--- src/rtl/fetch_ctrl_pkg.sv ---
// Shared types and default widths for the fetch controller slice.
package fetch_ctrl_pkg;

    typedef enum logic [1:0] {
        IDLE = 2'd0,
        RUN  = 2'd1,
        HALT = 2'd2
    } fetch_state_t;

    localparam int PC_W_DEF      = 8;
    localparam int OFF_W_DEF     = 6;
    localparam int RAS_DEPTH_DEF = 4;

endpackage

--- src/rtl/fetch_ctrl_if.sv ---
// Control/status bundle between the sequencer (master) and the fetch controller (slave).
interface fetch_ctrl_if
    import fetch_ctrl_pkg::*;
#(
    parameter int PC_W  = PC_W_DEF,
    parameter int OFF_W = OFF_W_DEF
);
    logic             Start;
    logic [PC_W-1:0]  Start_Addr;
    logic             Stall;
    logic             Branch;
    logic             Zero;
    logic [OFF_W-1:0] Offset;
    logic             Jump;
    logic             Call;
    logic             Ret;
    logic [PC_W-1:0]  Jump_Addr;
    logic             Halt;
    logic [PC_W-1:0]  PC;
    logic             Valid;
    logic             Halted;
    logic             Ras_Empty;
    logic             Ras_Full;
    logic             Ras_Err;

    modport master (
        output Start, Start_Addr, Stall, Branch, Zero, Offset,
               Jump, Call, Ret, Jump_Addr, Halt,
        input  PC, Valid, Halted, Ras_Empty, Ras_Full, Ras_Err
    );

    modport slave (
        input  Start, Start_Addr, Stall, Branch, Zero, Offset,
               Jump, Call, Ret, Jump_Addr, Halt,
        output PC, Valid, Halted, Ras_Empty, Ras_Full, Ras_Err
    );

endinterface

--- src/rtl/fetch_ctrl_ret_stack.sv ---
// Circular return-address stack: a push while full overwrites the oldest entry.
module ret_stack #(
    parameter int PC_W  = 8,
    parameter int DEPTH = 4
) (
    input  logic            clk,
    input  logic            rst_n,
    input  logic            push,
    input  logic            pop,
    input  logic            clear,
    input  logic [PC_W-1:0] push_data,
    output logic [PC_W-1:0] top,
    output logic            empty,
    output logic            full,
    output logic            overflow,
    output logic            underflow
);
    localparam int PTR_W = (DEPTH > 1) ? $clog2(DEPTH) : 1;
    localparam int CNT_W = PTR_W + 1;
    localparam logic [PTR_W-1:0] PTR_ONE = PTR_W'(1);
    localparam logic [CNT_W-1:0] CNT_ONE = CNT_W'(1);
    localparam logic [CNT_W-1:0] CNT_MAX = CNT_W'(DEPTH);

    logic [PC_W-1:0]  mem [DEPTH];
    logic [PTR_W-1:0] ptr;
    logic [CNT_W-1:0] count;
    logic [PTR_W-1:0] top_idx;

    // ptr is the next write slot; the newest entry sits just below it
    assign top_idx   = ptr - PTR_ONE;
    assign top       = mem[top_idx];
    assign empty     = (count == '0);
    assign full      = (count == CNT_MAX);
    assign overflow  = push && !clear && full;
    assign underflow = pop && !clear && empty;

    always_ff @(posedge clk or negedge rst_n) begin
        if (!rst_n) begin
            ptr   <= '0;
            count <= '0;
        end else if (clear) begin
            ptr   <= '0;
            count <= '0;
        end else if (push) begin
            ptr <= ptr + PTR_ONE;
            if (!full) count <= count + CNT_ONE;
        end else if (pop && !empty) begin
            ptr   <= ptr - PTR_ONE;
            count <= count - CNT_ONE;
        end
    end

    always_ff @(posedge clk) begin
        if (push && !clear) mem[ptr] <= push_data;
    end

endmodule

--- src/rtl/fetch_ctrl.sv ---
// Program-counter sequencer: start, increment, relative branch, jump, call/return, stall, halt.
module fetch_ctrl
    import fetch_ctrl_pkg::*;
#(
    parameter int PC_W      = PC_W_DEF,
    parameter int OFF_W     = OFF_W_DEF,
    parameter int RAS_DEPTH = RAS_DEPTH_DEF
) (
    input  logic         CLK,
    input  logic         Reset_n,
    fetch_ctrl_if.slave  bus
);
    fetch_state_t    state, state_nxt;
    logic [PC_W-1:0] pc, pc_nxt;
    logic [PC_W-1:0] pc_inc, pc_br, off_ext, ras_top;
    logic            ras_err;
    logic            push, pop, clear;
    logic            ras_empty, ras_full, ras_ovf, ras_unf;

    assign off_ext = {{(PC_W-OFF_W){bus.Offset[OFF_W-1]}}, bus.Offset};
    assign pc_inc  = pc + PC_W'(1);
    assign pc_br   = pc + off_ext;

    ret_stack #(
        .PC_W  (PC_W),
        .DEPTH (RAS_DEPTH)
    ) u_ras (
        .clk       (CLK),
        .rst_n     (Reset_n),
        .push      (push),
        .pop       (pop),
        .clear     (clear),
        .push_data (pc_inc),
        .top       (ras_top),
        .empty     (ras_empty),
        .full      (ras_full),
        .overflow  (ras_ovf),
        .underflow (ras_unf)
    );

    always_ff @(posedge CLK or negedge Reset_n) begin
        if (!Reset_n) begin
            state <= IDLE;
            pc    <= '0;
        end else begin
            state <= state_nxt;
            pc    <= pc_nxt;
        end
    end

    // Start wins in every state; in RUN: Stall > Halt > Ret > Call > Jump > Branch > increment
    always_comb begin
        state_nxt = state;
        pc_nxt    = pc;
        push      = 1'b0;
        pop       = 1'b0;
        clear     = 1'b0;
        if (bus.Start) begin
            state_nxt = RUN;
            pc_nxt    = bus.Start_Addr;
            clear     = 1'b1;
        end else if (state == RUN && !bus.Stall) begin
            if (bus.Halt) begin
                state_nxt = HALT;
            end else if (bus.Ret) begin
                pop    = 1'b1;
                pc_nxt = ras_empty ? pc_inc : ras_top;
            end else if (bus.Call) begin
                push   = 1'b1;
                pc_nxt = bus.Jump_Addr;
            end else if (bus.Jump) begin
                pc_nxt = bus.Jump_Addr;
            end else if (bus.Branch && bus.Zero) begin
                pc_nxt = pc_br;
            end else begin
                pc_nxt = pc_inc;
            end
        end
    end

    always_ff @(posedge CLK or negedge Reset_n) begin
        if (!Reset_n)              ras_err <= 1'b0;
        else if (clear)            ras_err <= 1'b0;
        else if (ras_ovf || ras_unf) ras_err <= 1'b1;
    end

    assign bus.PC        = pc;
    assign bus.Valid     = (state == RUN);
    assign bus.Halted    = (state == HALT);
    assign bus.Ras_Empty = ras_empty;
    assign bus.Ras_Full  = ras_full;
    assign bus.Ras_Err   = ras_err;

endmodule

--- src/flat_wrapper.sv ---
// flat-port wrapper written by rule: the top's interface ports become plain ports
module fetch_ctrl_flat import fetch_ctrl_pkg::*;
#(
    parameter int PC_W      = PC_W_DEF,
    parameter int OFF_W     = OFF_W_DEF,
    parameter int RAS_DEPTH = RAS_DEPTH_DEF
)
  (CLK, Reset_n, bus_Start, bus_Start_Addr, bus_Stall, bus_Branch, bus_Zero, bus_Offset, bus_Jump, bus_Call, bus_Ret, bus_Jump_Addr, bus_Halt, bus_PC, bus_Valid, bus_Halted, bus_Ras_Empty, bus_Ras_Full, bus_Ras_Err);
  fetch_ctrl_if #(.PC_W(PC_W), .OFF_W(OFF_W)) bus_i ();
  input  logic CLK;
  input  logic Reset_n;
  input wire logic [$bits(bus_i.Start)-1:0] bus_Start;
  input wire logic [$bits(bus_i.Start_Addr)-1:0] bus_Start_Addr;
  input wire logic [$bits(bus_i.Stall)-1:0] bus_Stall;
  input wire logic [$bits(bus_i.Branch)-1:0] bus_Branch;
  input wire logic [$bits(bus_i.Zero)-1:0] bus_Zero;
  input wire logic [$bits(bus_i.Offset)-1:0] bus_Offset;
  input wire logic [$bits(bus_i.Jump)-1:0] bus_Jump;
  input wire logic [$bits(bus_i.Call)-1:0] bus_Call;
  input wire logic [$bits(bus_i.Ret)-1:0] bus_Ret;
  input wire logic [$bits(bus_i.Jump_Addr)-1:0] bus_Jump_Addr;
  input wire logic [$bits(bus_i.Halt)-1:0] bus_Halt;
  output wire logic [$bits(bus_i.PC)-1:0] bus_PC;
  output wire logic [$bits(bus_i.Valid)-1:0] bus_Valid;
  output wire logic [$bits(bus_i.Halted)-1:0] bus_Halted;
  output wire logic [$bits(bus_i.Ras_Empty)-1:0] bus_Ras_Empty;
  output wire logic [$bits(bus_i.Ras_Full)-1:0] bus_Ras_Full;
  output wire logic [$bits(bus_i.Ras_Err)-1:0] bus_Ras_Err;
  assign bus_i.Start = bus_Start;
  assign bus_i.Start_Addr = bus_Start_Addr;
  assign bus_i.Stall = bus_Stall;
  assign bus_i.Branch = bus_Branch;
  assign bus_i.Zero = bus_Zero;
  assign bus_i.Offset = bus_Offset;
  assign bus_i.Jump = bus_Jump;
  assign bus_i.Call = bus_Call;
  assign bus_i.Ret = bus_Ret;
  assign bus_i.Jump_Addr = bus_Jump_Addr;
  assign bus_i.Halt = bus_Halt;
  assign bus_PC = bus_i.PC;
  assign bus_Valid = bus_i.Valid;
  assign bus_Halted = bus_i.Halted;
  assign bus_Ras_Empty = bus_i.Ras_Empty;
  assign bus_Ras_Full = bus_i.Ras_Full;
  assign bus_Ras_Err = bus_i.Ras_Err;
  fetch_ctrl #(.PC_W(PC_W), .OFF_W(OFF_W), .RAS_DEPTH(RAS_DEPTH)) u_core (.CLK(CLK), .Reset_n(Reset_n), .bus(bus_i));
endmodule
--- config.mk ---
export PLATFORM = sky130hd
export DESIGN_NAME = fetch_ctrl_flat
export DESIGN_NICKNAME = d
export VERILOG_FILES = /design/src/rtl/fetch_ctrl_pkg.sv /design/src/rtl/fetch_ctrl_if.sv /design/src/rtl/fetch_ctrl_ret_stack.sv /design/src/rtl/fetch_ctrl.sv /design/src/flat_wrapper.sv
export SDC_FILE = /design/constraint.sdc
export NUM_CORES = 1
export LEC_CHECK = 0
export ABC_AREA = 0
export CORE_UTILIZATION = 33
export DETAILED_ROUTE_END_ITERATION = 6
export PLACE_DENSITY = 0.58
export SETUP_SLACK_MARGIN = 0.4
export SYNTH_ARGS = -nofsm -noshare
export SYNTH_HDL_FRONTEND = slang
export SYNTH_SLANG_ARGS = --single-unit
export TNS_END_PERCENT = 1
--- constraint.sdc ---
create_clock -name CLK -period 7.2 [get_ports CLK]
set_clock_uncertainty 0.2 [all_clocks]
set_input_delay 1.08 -clock CLK [delete_from_list [all_inputs] [get_ports CLK]]
set_output_delay 1.08 -clock CLK [all_outputs]
set_load 0.1 [all_outputs]
==> impl_metrics.py <==
metrics = {
    "global_routing": {
        "overflow": 0,
        "met3_usage": 0.0386,
        "grt_most_used_layer": "met2",
        "grt_util_met2": 0.272,
        "grt_pass1_wl_um": 11500,
        "grt_max_degree": 29,
        "gr-usage-all-layers": 0.171,
        "grt_pass1_vias": 2150,
        "antenna_found_initial": 0,
        "met1_usage": 0.244,
    },
    "setup_path": {
        "cp.required_ns": 5.92,
        "endpoint_kind": "primary output",
        "crit_chain": "or3_1 -> inv_1 -> clkdlybuf4s50_1",
        "cp.arrival_ns": 2.67,
        "critPathMaxStageDelay_ns": 1.18,
        "path_class": "reg -> out",
        "critical_path_peak_fanout": 9,
        "critPathSlowestCell": "clkdlybuf4s50_1",
        "startpoint_type": "flop",
    },
    "power_and_ir_drop": {
        "p_leak_nw": 1.26,
        "ir_worst_vdd_v": 0.000103,
        "power_density_nw_per_um2": 240,
    },
    "placed_design": {
        "pre_cts_ws_ns": 3.38,
        "routabilityCongestion": 0.797,
        "port_buffers": 44,
        "place_area_um2": 3390,
        "dp_hpwl_um": 5290,
    },
    "detailed_routing": {
        "drtAntennaViolNets": 0,
        "drc_errors": 0,
        "via_count": 2210,
        "wl_per_cell_um": 17.4,
        "drt_iter0_markers": 104,
        "first_pass_iters": 4,
        "drt-vias-per-instance": 5.38,
        "drt_wl_total_um": 7170,
    },
    "floorplanning": {
        "pin_count": 45,
        "die_h_um": 94.8,
        "start_util": 0.344,
        "num_rows": 33,
        "core_region_area_um2": 8260,
        "die_area_um2": 8990,
        "fp.dieW_um": 94.8,
    },
    "yosys": {
        "ys_top_cells_by_area": "edfxtp_1 (34%), dfrtp_1 (14%), mux4_2 (6.3%)",
        "yosysMostFrequentCell": "edfxtp_1",
        "yosys-top-cells-count": "edfxtp_1 (32), nor2_1 (24), nand2_1 (20), a21oi_1 (18)",
        "synthCells": 263,
        "synth_largest_area_cell": "edfxtp_1",
        "async_reset_ff_frac": 0.333,
        "syn_area_um2": 2840,
        "yosys_warnings": 0,
        "syn_area_per_cell_um2": 10.8,
        "ys_ff_latch": 48,
        "synth_edf_count": 32,
        "synth_flop_cell": "edfxtp_1",
        "synth_nets": 309,
        "synth_seq_area_share": 0.479,
        "ys_types": 50,
        "synth_top_area_share": 0.338,
    },
    "sta": {
        "finalMaxSlewViolations": 0,
        "hold_violations": 0,
        "setup_viol": 0,
        "max_freq_ghz": 0.253,
        "rsz0062_at_grt": "no",
        "finalSetupTns_ns": 0,
        "relSlewSlack": 0.344,
        "fin_ws_ns": 3.25,
        "worstMarginPinSlew_ns": 0.981,
        "fin_crit_ns": 3.95,
        "period_share": 0.549,
        "whs_ns": 0.335,
    },
    "final_layout": {
        "design_area_um2": 3510,
        "num_antenna_cells": 0,
        "final_net_count": 351,
        "regArea_um2": 1360,
        "area_growth_pct": 23.4,
        "fill_cells": 800,
        "layout-drive-gt1-share": 0.0784,
        "multi_input_area_um2": 1380,
    },
    "job": {
        "drv_cap": 0,
    },
    "clock_tree": {
        "path_clk_slew_ns": 0.10,
        "cts-root-buf": "clkbuf_8",
        "clkSinkCount": 48,
        "tritoncts": "done",
        "clkLatencyLatePin_ns": 0.31,
        "cts_buffer_depth": 2,
        "cts_made_buffers": 5,
        "cts-resized-gates": 0,
        "post_cts_buffers": 0,
        "hold_buffers": 0,
        "h-tree-depth": 2,
    },
    "hold_path": {
        "hp-class": "reg -> reg",
    },
    "run_status": {
        "status": "completed",
    },
}
critical path: cells and delay by family (launching register included):
| family | cells | cell delay (ns) |
|---|---|---|
| DFF | 1 | 0.43 |
| and+or+nand+nor | 1 | 0.52 |
| buffers and inverters | 2 | 1.41 |
final timing paths:
kind | start | to | slack, ns | cells after the start
setup / recovery | u_core.u_ras.count[0] | bus_Ras_Empty | 3.25 | 3
hold / removal | u_core.bus.Ras_Err | u_core.bus.Ras_Err | 0.33 | 2
setup reg to reg | u_core.u_ras.ptr[0] | u_core.bus.PC[6] | 4.42 | 5
hold reg to reg | u_core.bus.Ras_Err | u_core.bus.Ras_Err | 0.33 | 2
max in group asynchronous | Reset_n | u_core.u_ras.count[2] | 5.23 | 1
min in group asynchronous | Reset_n | u_core.bus.PC[6] | 1.04 | 1
cell usage in the layout, fill, tap and decap left out, types with 8 or more instances in the layout:
cell type	netlist	final
clkdlybuf4s50_1	0	44
edfxtp_1	32	32
nor2_1	24	24
nand2_1	20	20
a21oi_1	18	18
inv_1	16	16
dfrtp_1	16	16
o21ai_0	12	12
ha_1	12	12
nand3_1	8	8
mux4_2	8	8
sequential cells by signal, summed over array words and instances, names as in the netlist:
register and flops:
u_core.state 2, u_core.u_ras.mem 32, u_core.bus.PC 8, u_core.u_ras.count 3, u_core.u_ras.ptr 2, u_core.bus.Ras_Err 1
kinds of logic after synthesis:
logic type | count (synthesis) | share of synthesized area
adders and majority gates | 14 | 0.0669
AOI/OAI and AO/OA | 64 | 0.148
and+or+nand+nor | 87 | 0.157
xor gates and xnor gates | 10 | 0.0308
muxes | 13 | 0.0819
DFF | 48 | 0.479
buffers and inverters | 27 | 0.0365
where the power goes:
group	switching (mW)	total, mW	internal, mW
logic	0.191	0.301	0.110
clock network	0.0990	0.204	0.105
registers	0.0222	0.338	0.316
total	0.312	0.843	0.530
final cells by class:
type	instances	share of cell area
clock buffer	5	0.0196
clock inverter	3	0.0132
inverter	16	0.0171
multi-input combinational	188	0.394
sequential	48	0.388
tap	105	0.0375
timing repair buffer	46	0.130
metal layers:
metal,vias up,part of all wire
met1,1086,0.48
met5,-,0
met4,0,0.0040
met2,53,0.47
li1,1067,-
met3,4,0.051
through the flow:
step | cells | utilization | power, mW
5_1_grt | 411 | 0.425 | 0.885
2_1_floorplan | 263 | - | 0.557
3_5_place_dp | 403 | 0.411 | 0.645
6_report | 411 | 0.425 | 0.843
3_3_place_gp | 403 | 0.411 | 0.643
4_1_cts | 411 | 0.425 | 0.851
No activity file was read; power rests on OpenSTA's default activity.
